===== config.mk =====
export PLATFORM = sky130hd
export DESIGN_NAME = elm_layer_sequencer
export DESIGN_NICKNAME = d
export VERILOG_FILES = /design/src/rtl/elm_layer_sequencer.sv
export SDC_FILE = /design/constraint.sdc
export NUM_CORES = 2
export LEC_CHECK = 0
export ABC_AREA = 1
export BUFFER_PORTS_ARGS = -buffer_cell sky130_fd_sc_hd__buf_2
export CORE_MARGIN = 2
export CORE_UTILIZATION = 40
export DETAILED_ROUTE_END_ITERATION = 7
export MAX_ROUTING_LAYER = met4
export PLACE_DENSITY_LB_ADDON = 0.08
export SYNTH_ARGS = -nofsm -noshare
export SYNTH_HDL_FRONTEND = slang
export SYNTH_SLANG_ARGS = --single-unit

===== constraint.sdc =====
create_clock -name clk -period 3.2 [get_ports clk]
set_input_delay 0.64 -clock clk [delete_from_list [all_inputs] [get_ports clk]]
set_output_delay 0.64 -clock clk [all_outputs]
set_load 0.005 [all_outputs]

===== src/rtl/elm_layer_sequencer.sv =====
// rtl/elm_layer_sequencer.sv - ELM hidden-layer sequencer: buffer, broadcast, collect, drain
//
// Collects NUM_IN samples from the upstream stream, replays them to all
// neurons as one gap-free burst, captures every neuron's activation on its
// outvalid pulse, then drains the results one neuron per beat.
//
// Ports:
//   clk, rst                 clock, synchronous active-high reset
//   s_data/s_valid/s_ready   upstream sample stream (accepted only in LOAD)
//   nrn_in/nrn_in_valid      registered broadcast to all neurons
//   nrn_outvalid/nrn_out     per-neuron result pulse and packed activations
//   m_data/m_valid/m_ready   downstream result stream, m_last on final neuron
//   busy                     high while STREAM, WAIT or DRAIN
//   err_timeout              sticky: a neuron failed to answer within TIMEOUT
//
// NUM_IN and NUM_NEURON must both be at least 2.

module elm_layer_sequencer #(
    parameter int NUM_IN     = 128,
    parameter int NUM_NEURON = 8,
    parameter int DATA_W     = 16,
    parameter int OUT_W      = 8,
    parameter int TIMEOUT    = 64
) (
    input  logic                        clk,
    input  logic                        rst,
    input  logic [DATA_W-1:0]           s_data,
    input  logic                        s_valid,
    output logic                        s_ready,
    output logic [DATA_W-1:0]           nrn_in,
    output logic                        nrn_in_valid,
    input  logic [NUM_NEURON-1:0]       nrn_outvalid,
    input  logic [NUM_NEURON*OUT_W-1:0] nrn_out,
    output logic [OUT_W-1:0]            m_data,
    output logic                        m_valid,
    input  logic                        m_ready,
    output logic                        m_last,
    output logic                        busy,
    output logic                        err_timeout
);

    localparam int CW_IN  = $clog2(NUM_IN) + 1;
    localparam int IW_IN  = $clog2(NUM_IN);
    localparam int CW_NRN = $clog2(NUM_NEURON) + 1;
    localparam int IW_NRN = $clog2(NUM_NEURON);
    localparam int CW_TO  = $clog2(TIMEOUT) + 1;

    localparam logic [CW_IN-1:0]  IN_LAST  = CW_IN'(NUM_IN - 1);
    localparam logic [CW_IN-1:0]  IN_END   = CW_IN'(NUM_IN);
    localparam logic [CW_NRN-1:0] NRN_LAST = CW_NRN'(NUM_NEURON - 1);
    localparam logic [CW_TO-1:0]  TO_LAST  = CW_TO'(TIMEOUT - 1);

    typedef enum logic [1:0] {ST_LOAD, ST_STREAM, ST_WAIT, ST_DRAIN} state_t;

    state_t state, state_next;

    logic [CW_IN-1:0]  wcnt;
    logic [CW_IN-1:0]  rcnt;
    logic [CW_NRN-1:0] ocnt;
    logic [CW_TO-1:0]  tcnt;
    logic [NUM_NEURON-1:0] done, done_next;
    logic [DATA_W-1:0] sample_buf [NUM_IN];
    logic [OUT_W-1:0]  res_buf [NUM_NEURON];

    logic last_in_accept, stream_end, all_done, timeout_hit, last_beat;

    // done_next folds in this cycle's pulses so completion is seen the same
    // cycle the final capture happens.
    always_comb begin
        done_next = done;
        if (state == ST_WAIT) begin
            done_next = done | nrn_outvalid;
        end
        all_done       = &done_next;
        last_in_accept = (state == ST_LOAD) && s_valid && (wcnt == IN_LAST);
        stream_end     = (state == ST_STREAM) && (rcnt == IN_END);
        timeout_hit    = (state == ST_WAIT) && !all_done && (tcnt == TO_LAST);
        last_beat      = (state == ST_DRAIN) && m_ready && (ocnt == NRN_LAST);
    end

    always_ff @(posedge clk) begin
        if (rst) begin
            state <= ST_LOAD;
        end else begin
            state <= state_next;
        end
    end

    always_comb begin
        state_next = state;
        case (state)
            ST_LOAD:   if (last_in_accept) state_next = ST_STREAM;
            ST_STREAM: if (stream_end)     state_next = ST_WAIT;
            ST_WAIT: begin
                if (all_done)         state_next = ST_DRAIN;
                else if (timeout_hit) state_next = ST_LOAD;
            end
            ST_DRAIN:  if (last_beat)      state_next = ST_LOAD;
            default:                       state_next = ST_LOAD;
        endcase
    end

    always_comb begin
        s_ready = (state == ST_LOAD);
        busy    = (state != ST_LOAD);
        m_valid = (state == ST_DRAIN);
        m_last  = (state == ST_DRAIN) && (ocnt == NRN_LAST);
        m_data  = '0;
        if (state == ST_DRAIN) begin
            m_data = res_buf[ocnt[IW_NRN-1:0]];
        end
    end

    always_ff @(posedge clk) begin
        if (rst) begin
            wcnt         <= '0;
            rcnt         <= '0;
            ocnt         <= '0;
            tcnt         <= '0;
            done         <= '0;
            nrn_in       <= '0;
            nrn_in_valid <= 1'b0;
            err_timeout  <= 1'b0;
            for (int i = 0; i < NUM_IN; i++) sample_buf[i] <= '0;
            for (int i = 0; i < NUM_NEURON; i++) res_buf[i] <= '0;
        end else begin
            case (state)
                ST_LOAD: begin
                    if (s_valid) begin
                        sample_buf[wcnt[IW_IN-1:0]] <= s_data;
                        if (last_in_accept) begin
                            // Preload beat 0 so the burst starts in the
                            // first STREAM cycle.
                            wcnt         <= '0;
                            nrn_in       <= sample_buf[0];
                            nrn_in_valid <= 1'b1;
                            rcnt         <= CW_IN'(1);
                        end else begin
                            wcnt <= wcnt + 1'b1;
                        end
                    end
                end
                ST_STREAM: begin
                    if (stream_end) begin
                        // nrn_in keeps the last sample; only valid falls.
                        nrn_in_valid <= 1'b0;
                        done         <= '0;
                        tcnt         <= '0;
                    end else begin
                        nrn_in <= sample_buf[rcnt[IW_IN-1:0]];
                        rcnt   <= rcnt + 1'b1;
                    end
                end
                ST_WAIT: begin
                    done <= done_next;
                    tcnt <= tcnt + 1'b1;
                    ocnt <= '0;
                    for (int i = 0; i < NUM_NEURON; i++) begin
                        if (nrn_outvalid[i] && !done[i]) begin
                            res_buf[i] <= nrn_out[i*OUT_W +: OUT_W];
                        end
                    end
                    if (timeout_hit) begin
                        err_timeout <= 1'b1;
                        done        <= '0;
                        for (int i = 0; i < NUM_NEURON; i++) res_buf[i] <= '0;
                    end
                end
                ST_DRAIN: begin
                    if (m_ready) begin
                        if (last_beat) begin
                            ocnt <= '0;
                            done <= '0;
                        end else begin
                            ocnt <= ocnt + 1'b1;
                        end
                    end
                end
                default: ;
            endcase
        end
    end

endmodule


Word-level counts from Yosys, hierarchy flattened
Memory sizes are Yosys's and may differ from the RTL's. A register that Yosys moved wholly into a read port is not among the register bits.
Index checks and enable logic that the tools add are counted.
Word-level totals
  bits in registers: 55
  bits in writable memories: 2112
  input bits: 92
  output and inout port bits: 30
  logic and storage cells: 183
  memories: 2
Operators by class
  add/subtract/negate cells: 4
  eq/ne operators: 14
  mux-type cells: 96
  bitwise gates (word level): 17
  reduce and logical (&&, ||, !) cells: 41
Memory list
  sample_buf: depth 128, bits a word 16, rd ports 2, clocked after Yosys merged registers in 1, write ports 128, line 62  | logic [DATA_W-1:0] sample_buf [NUM_IN];
  res_buf: depth 8, bits a word 8, rd ports 1, clocked after Yosys merged registers in 1, write ports 8, line 63  | logic [OUT_W-1:0] res_buf [NUM_NEURON];
Operators with widths (count)
  $mux 8: 26
  $mux 16: 4
  $mux 1: 46
  $pmux 16 s2: 1
  $mux 7: 4
  $pmux 8 s3: 1
  $add 8x1->8 const B: 2
  $logic_and 1x1->1: 16
  $or 1x1->1: 16
  $pmux 8 s2: 1
  $reduce_and 4->1: 4
  $reduce_or 16->1: 1
  $pmux 7 s2: 1
  $mux 2: 5
  $logic_not 1->1: 9
  $eq 8x7->1 const B: 1
  $eq 8x8->1 const B: 1
  $mux 4: 2
  $or 8x8->8: 1
  $pmux 2 s4: 1
  $pmux 4 s2: 1
  $reduce_and 2->1: 4
  $reduce_and 8->1: 1
  $reduce_bool 2->1: 4
  other kinds (13): 19

Longest topological paths before layout
  depth after elaboration: 11
  depth in mapped cells: 15
  gate-level depth less buffers: 15

Least setup slack after synthesis
Ideal clock, no wire load.
  kind: input to register
  start point: input port rst
  end point: memory sample_buf[13][0] (enable)
  library setup time: 372 ps
  arrival: 2293 ps
  data required time: 2828 ps
  setup slack: 536 ps
  stages: 8
  path buffers: 3
  cell sequence: clkbuf_1 -> inv_2 -> nand2_4 -> nor4_4 -> buf_4 -> nand2_2 -> buf_1 -> nand2_1
RTL lines
  start: declaration: line 26  | input logic rst,
  end: declaration: line 62

==> flow_summary.ini <==
[cells_and_area]
multi_input_comb_area_um2 = 29330
final_net_count = 10250
finish.instance_area_um2 = 112500
regArea_um2 = 64420
fillerInstances = 22850
area_growth_syn_to_layout_pct = 15.17
drive_gt1_share_pct = 10.68

[timing]
worst_slew_margin_rel_pct = 22.02
final.setup_skew_ns = 0.03048
final_hold_viol_count = 0
rsz0062_at_grt = no
max_freq_mhz = 323.5
setup_violation_total_in_the_final_timing_report = 0
tightest_slew_ns = 1.157
min_period_over_period_pct = 96.61
timing.hold.ws_ns = 0.06555
period_needed_ns = 3.092
timing.setup.tns_ns = 0
maxSlewViolCount = 0

[yosys]
average_size_of_a_mapped_cell_um2 = 9.671
yosysTopAreaCell = edfxtp_1
synth_nets = 10200
syn_area_um2 = 97680
synthCells = 10100
synth_edf_count = 2080
postSynthRegisterBits = 2177
post_synth_num_cell_types = 39
ys.flop_type = edfxtp_1
post_synth_main_area_contributors = edfxtp_1 64%, nand3_1 11%, nand2_1 9.1%
ys_async_sr_fraction_pct = 0
yosys_warnings = 0
synth_top_cell_area_share_pct = 63.94
yosysSeqAreaShare_pct = 65.93

[routing]
met3_length_um = 24450
postRouteAntennaNets = 0
detailedRoute.firstIterationViolations = 8541
vias_per_cell = 5.509
wl_um = 335500
drc = 0
routedLengthMet1_um = 146500
route.top_layer_used = met4
routed-wl-met2_um = 154000
avgRoutedWirePerCell_um = 24.75
total_number_of_vias = 74690
dr.pass1.iters = 6

[min_path]
hold_class = input port to flop
worst_hold_path.endpoint = res_buf[7][0]$_SDFFE_PP0P_
hold_startpoint = nrn_out[56]
timing.hold.worst_path_depth = 3

[cts]
cts.root.buffer_cell = clkbuf_16
clkTransAtPathRegs_ns = 0.06
tritoncts_clock_tree = done
clock_insertion_delay_worst_skew_ns = 0.90
cts_htree_levels = 4
numCtsBuffers = 236
cts.sink_count = 2177
cts_max_path_buffers = 3

[setup_path]
r2r_slack_ns = 0.26
worst-r2r-cell-count = 13
timing.critical_path.arrival_ns = 2.45
crit_path_end_kind = output pin
criticalPathCategory = flop to output pin
start_kind = flop
critPathRequiredTime_ns = 2.56
worst-path-max-fanout = 28
regToRegEndpoint = nrn_in[1]$_SDFFE_PP0N_

[grt]
grtUsageTotal_pct = 27.33
grt_max_degree = 122
via_count_of_the_first_global_routing_pass = 70570
grt_first_pass_wirelength_um = 489200
grt_antenna_before_repair = 7
grt_overflow_total = 0

[power]
worst_ir_drop_vdd_v = 0.0005159
power-per-cell-area_nw_per_um2 = 693.4
static_leakage_uw = 0.04329

[floorplanning]
core-area_um2 = 243000
rows = 181
die-area_um2 = 248200
die-width_um = 498.2
die-height_um = 498.2
initial_core_util_pct = 40.20
num_io_pins = 122

[place]
port_buffers = 121
finalWeightedCongestion = 0.9026
placed_cell_area_um2 = 104700
post-dp-hpwl_um = 204400

[flow_run]
maxCapViolations = 0

[status]
outcome = finished, final reports clean
cells by family (layout without fill, tap and decap cells):
kind of cell	Yosys count	in the layout	share of synthesized area (%)
AO/OA/AOI/OAI	189	189	1.087
adder cells (fa/ha/maj)	5	5	0.06405
other	0	4	0
buffers and inverters	1004	1255	4.055
AND/OR/NAND/NOR	6723	6723	28.84
flip-flops	2177	2177	65.93
XOR/XNOR	2	2	0.01794
through the flow:
| step | util (%) | setup WS [ns] | std cells | total power (uW) |
|---|---|---|---|---|
| global placement | 43.07 | 0.2993 | 13110 | 50970 |
| floorplan | - | 0.5358 | 10100 | 43340 |
| global route | 46.30 | 0.01511 | 13560 | 80960 |
| CTS | 46.29 | 0.01329 | 13550 | 78390 |
| finish | 46.30 | 0.1083 | 13560 | 78000 |
| detailed placement | 43.07 | 0.3249 | 13110 | 51040 |
where the power goes:
group	total, uW	internal, uW	leakage [uW]	switching (uW)
registers	33000	32500	0.0213	507
clock network	27500	15900	0.00375	11500
logic	17600	4830	0.0182	12800
layer usage:
metal	track usage (%)	up-vias
met2	41.34	2957
met3	3.699	473
met4	8.361	0
met5	-	-
li1	-	34280
met1	38.30	36980
synthesized netlist by cell type (all sizes together), types with 3 or more instances:
cell    instances
o21ai          82
ha              5
a21oi          75
nand4          24
a221oi          3
dfxtp          97
nor3           12
a22oi          16
edfxtp       2080
a31oi           8
a211oi          3
nand2        2417
nor4            9
inv           140
nor2         2184
nand3        2075
buf           206
clkbuf        656
critical path, stage by stage, from the launching register on:
cell and delay (ns):
dfxtp_1 0.34, buf_12 0.17, o21ai_0 0.39, o21ai_0 0.17, o21ai_0 0.24, a31oi_1 0.09
buf_2 0.17
how the worst max path moves through the flow:
stage,startpoint,cells past startpoint,end
2_1_floorplan,rst,8,sample_buf[13][0]$_SDFFCE_PN0P_
3_3_place_gp,flop,13,nrn_in[1]$_SDFFE_PP0N_
3_5_place_dp,flop,13,nrn_in[1]$_SDFFE_PP0N_
4_1_cts,flop,8,m_data[5]
5_1_grt,flop,8,m_data[4]
6_report,flop,6,m_data[2]
cell usage in the layout, fill, tap and decap left out, types with 4 or more instances in the layout:
cell type,instances
edfxtp_1,2080
clkbuf_1,56
inv_8,20
buf_2,121
dfxtp_1,91
diode_2,4
clkinv_1,48
inv_1,105
nand2_1,2376
nand2_2,40
o21ai_0,74
dfxtp_4,4
dlygate4sd3_1,14
o21ai_1,7
a31oi_1,7
nor3_1,10
clkbuf_16,241
nand3_1,2075
bufinv_16,25
ha_1,5
buf_12,124
a21oi_2,10
buf_4,422
a22oi_1,16
clkbuf_8,9
a21oi_1,65
clkinv_2,43
inv_2,12
nor4_4,7
nand4_1,24
nor2_1,2179
area by class of cell:
cell class | instances | share of cell area (%)
Clock buffer | 308 | 5.671
Sequential cell | 2177 | 57.26
Timing Repair Buffer | 681 | 5.686
Inverter | 142 | 0.6150
Tap cell | 3202 | 3.561
Clock inverter | 124 | 1.121
Antenna cell | 4 | 0.008898
Multi-Input combinational cell | 6919 | 26.07
sequential cells by signal, indices dropped and copies added (netlist names), named ones only:
register / cells
ocnt: 4
rcnt: 8
state: 2
nrn_in: 16
done: 8
wcnt: 8
res_buf: 64
nrn_in_valid: 1
sample_buf: 2048
tcnt: 7
err_timeout: 1
repair_timing:
item	CTS	global route
hold buffers	14	0
hold endpoints to repair	14	0
resized for setup	7	5
buffers inserted	2	0
endpoints found under the setup margin	8	5
Power figures use the tool's default switching activity.
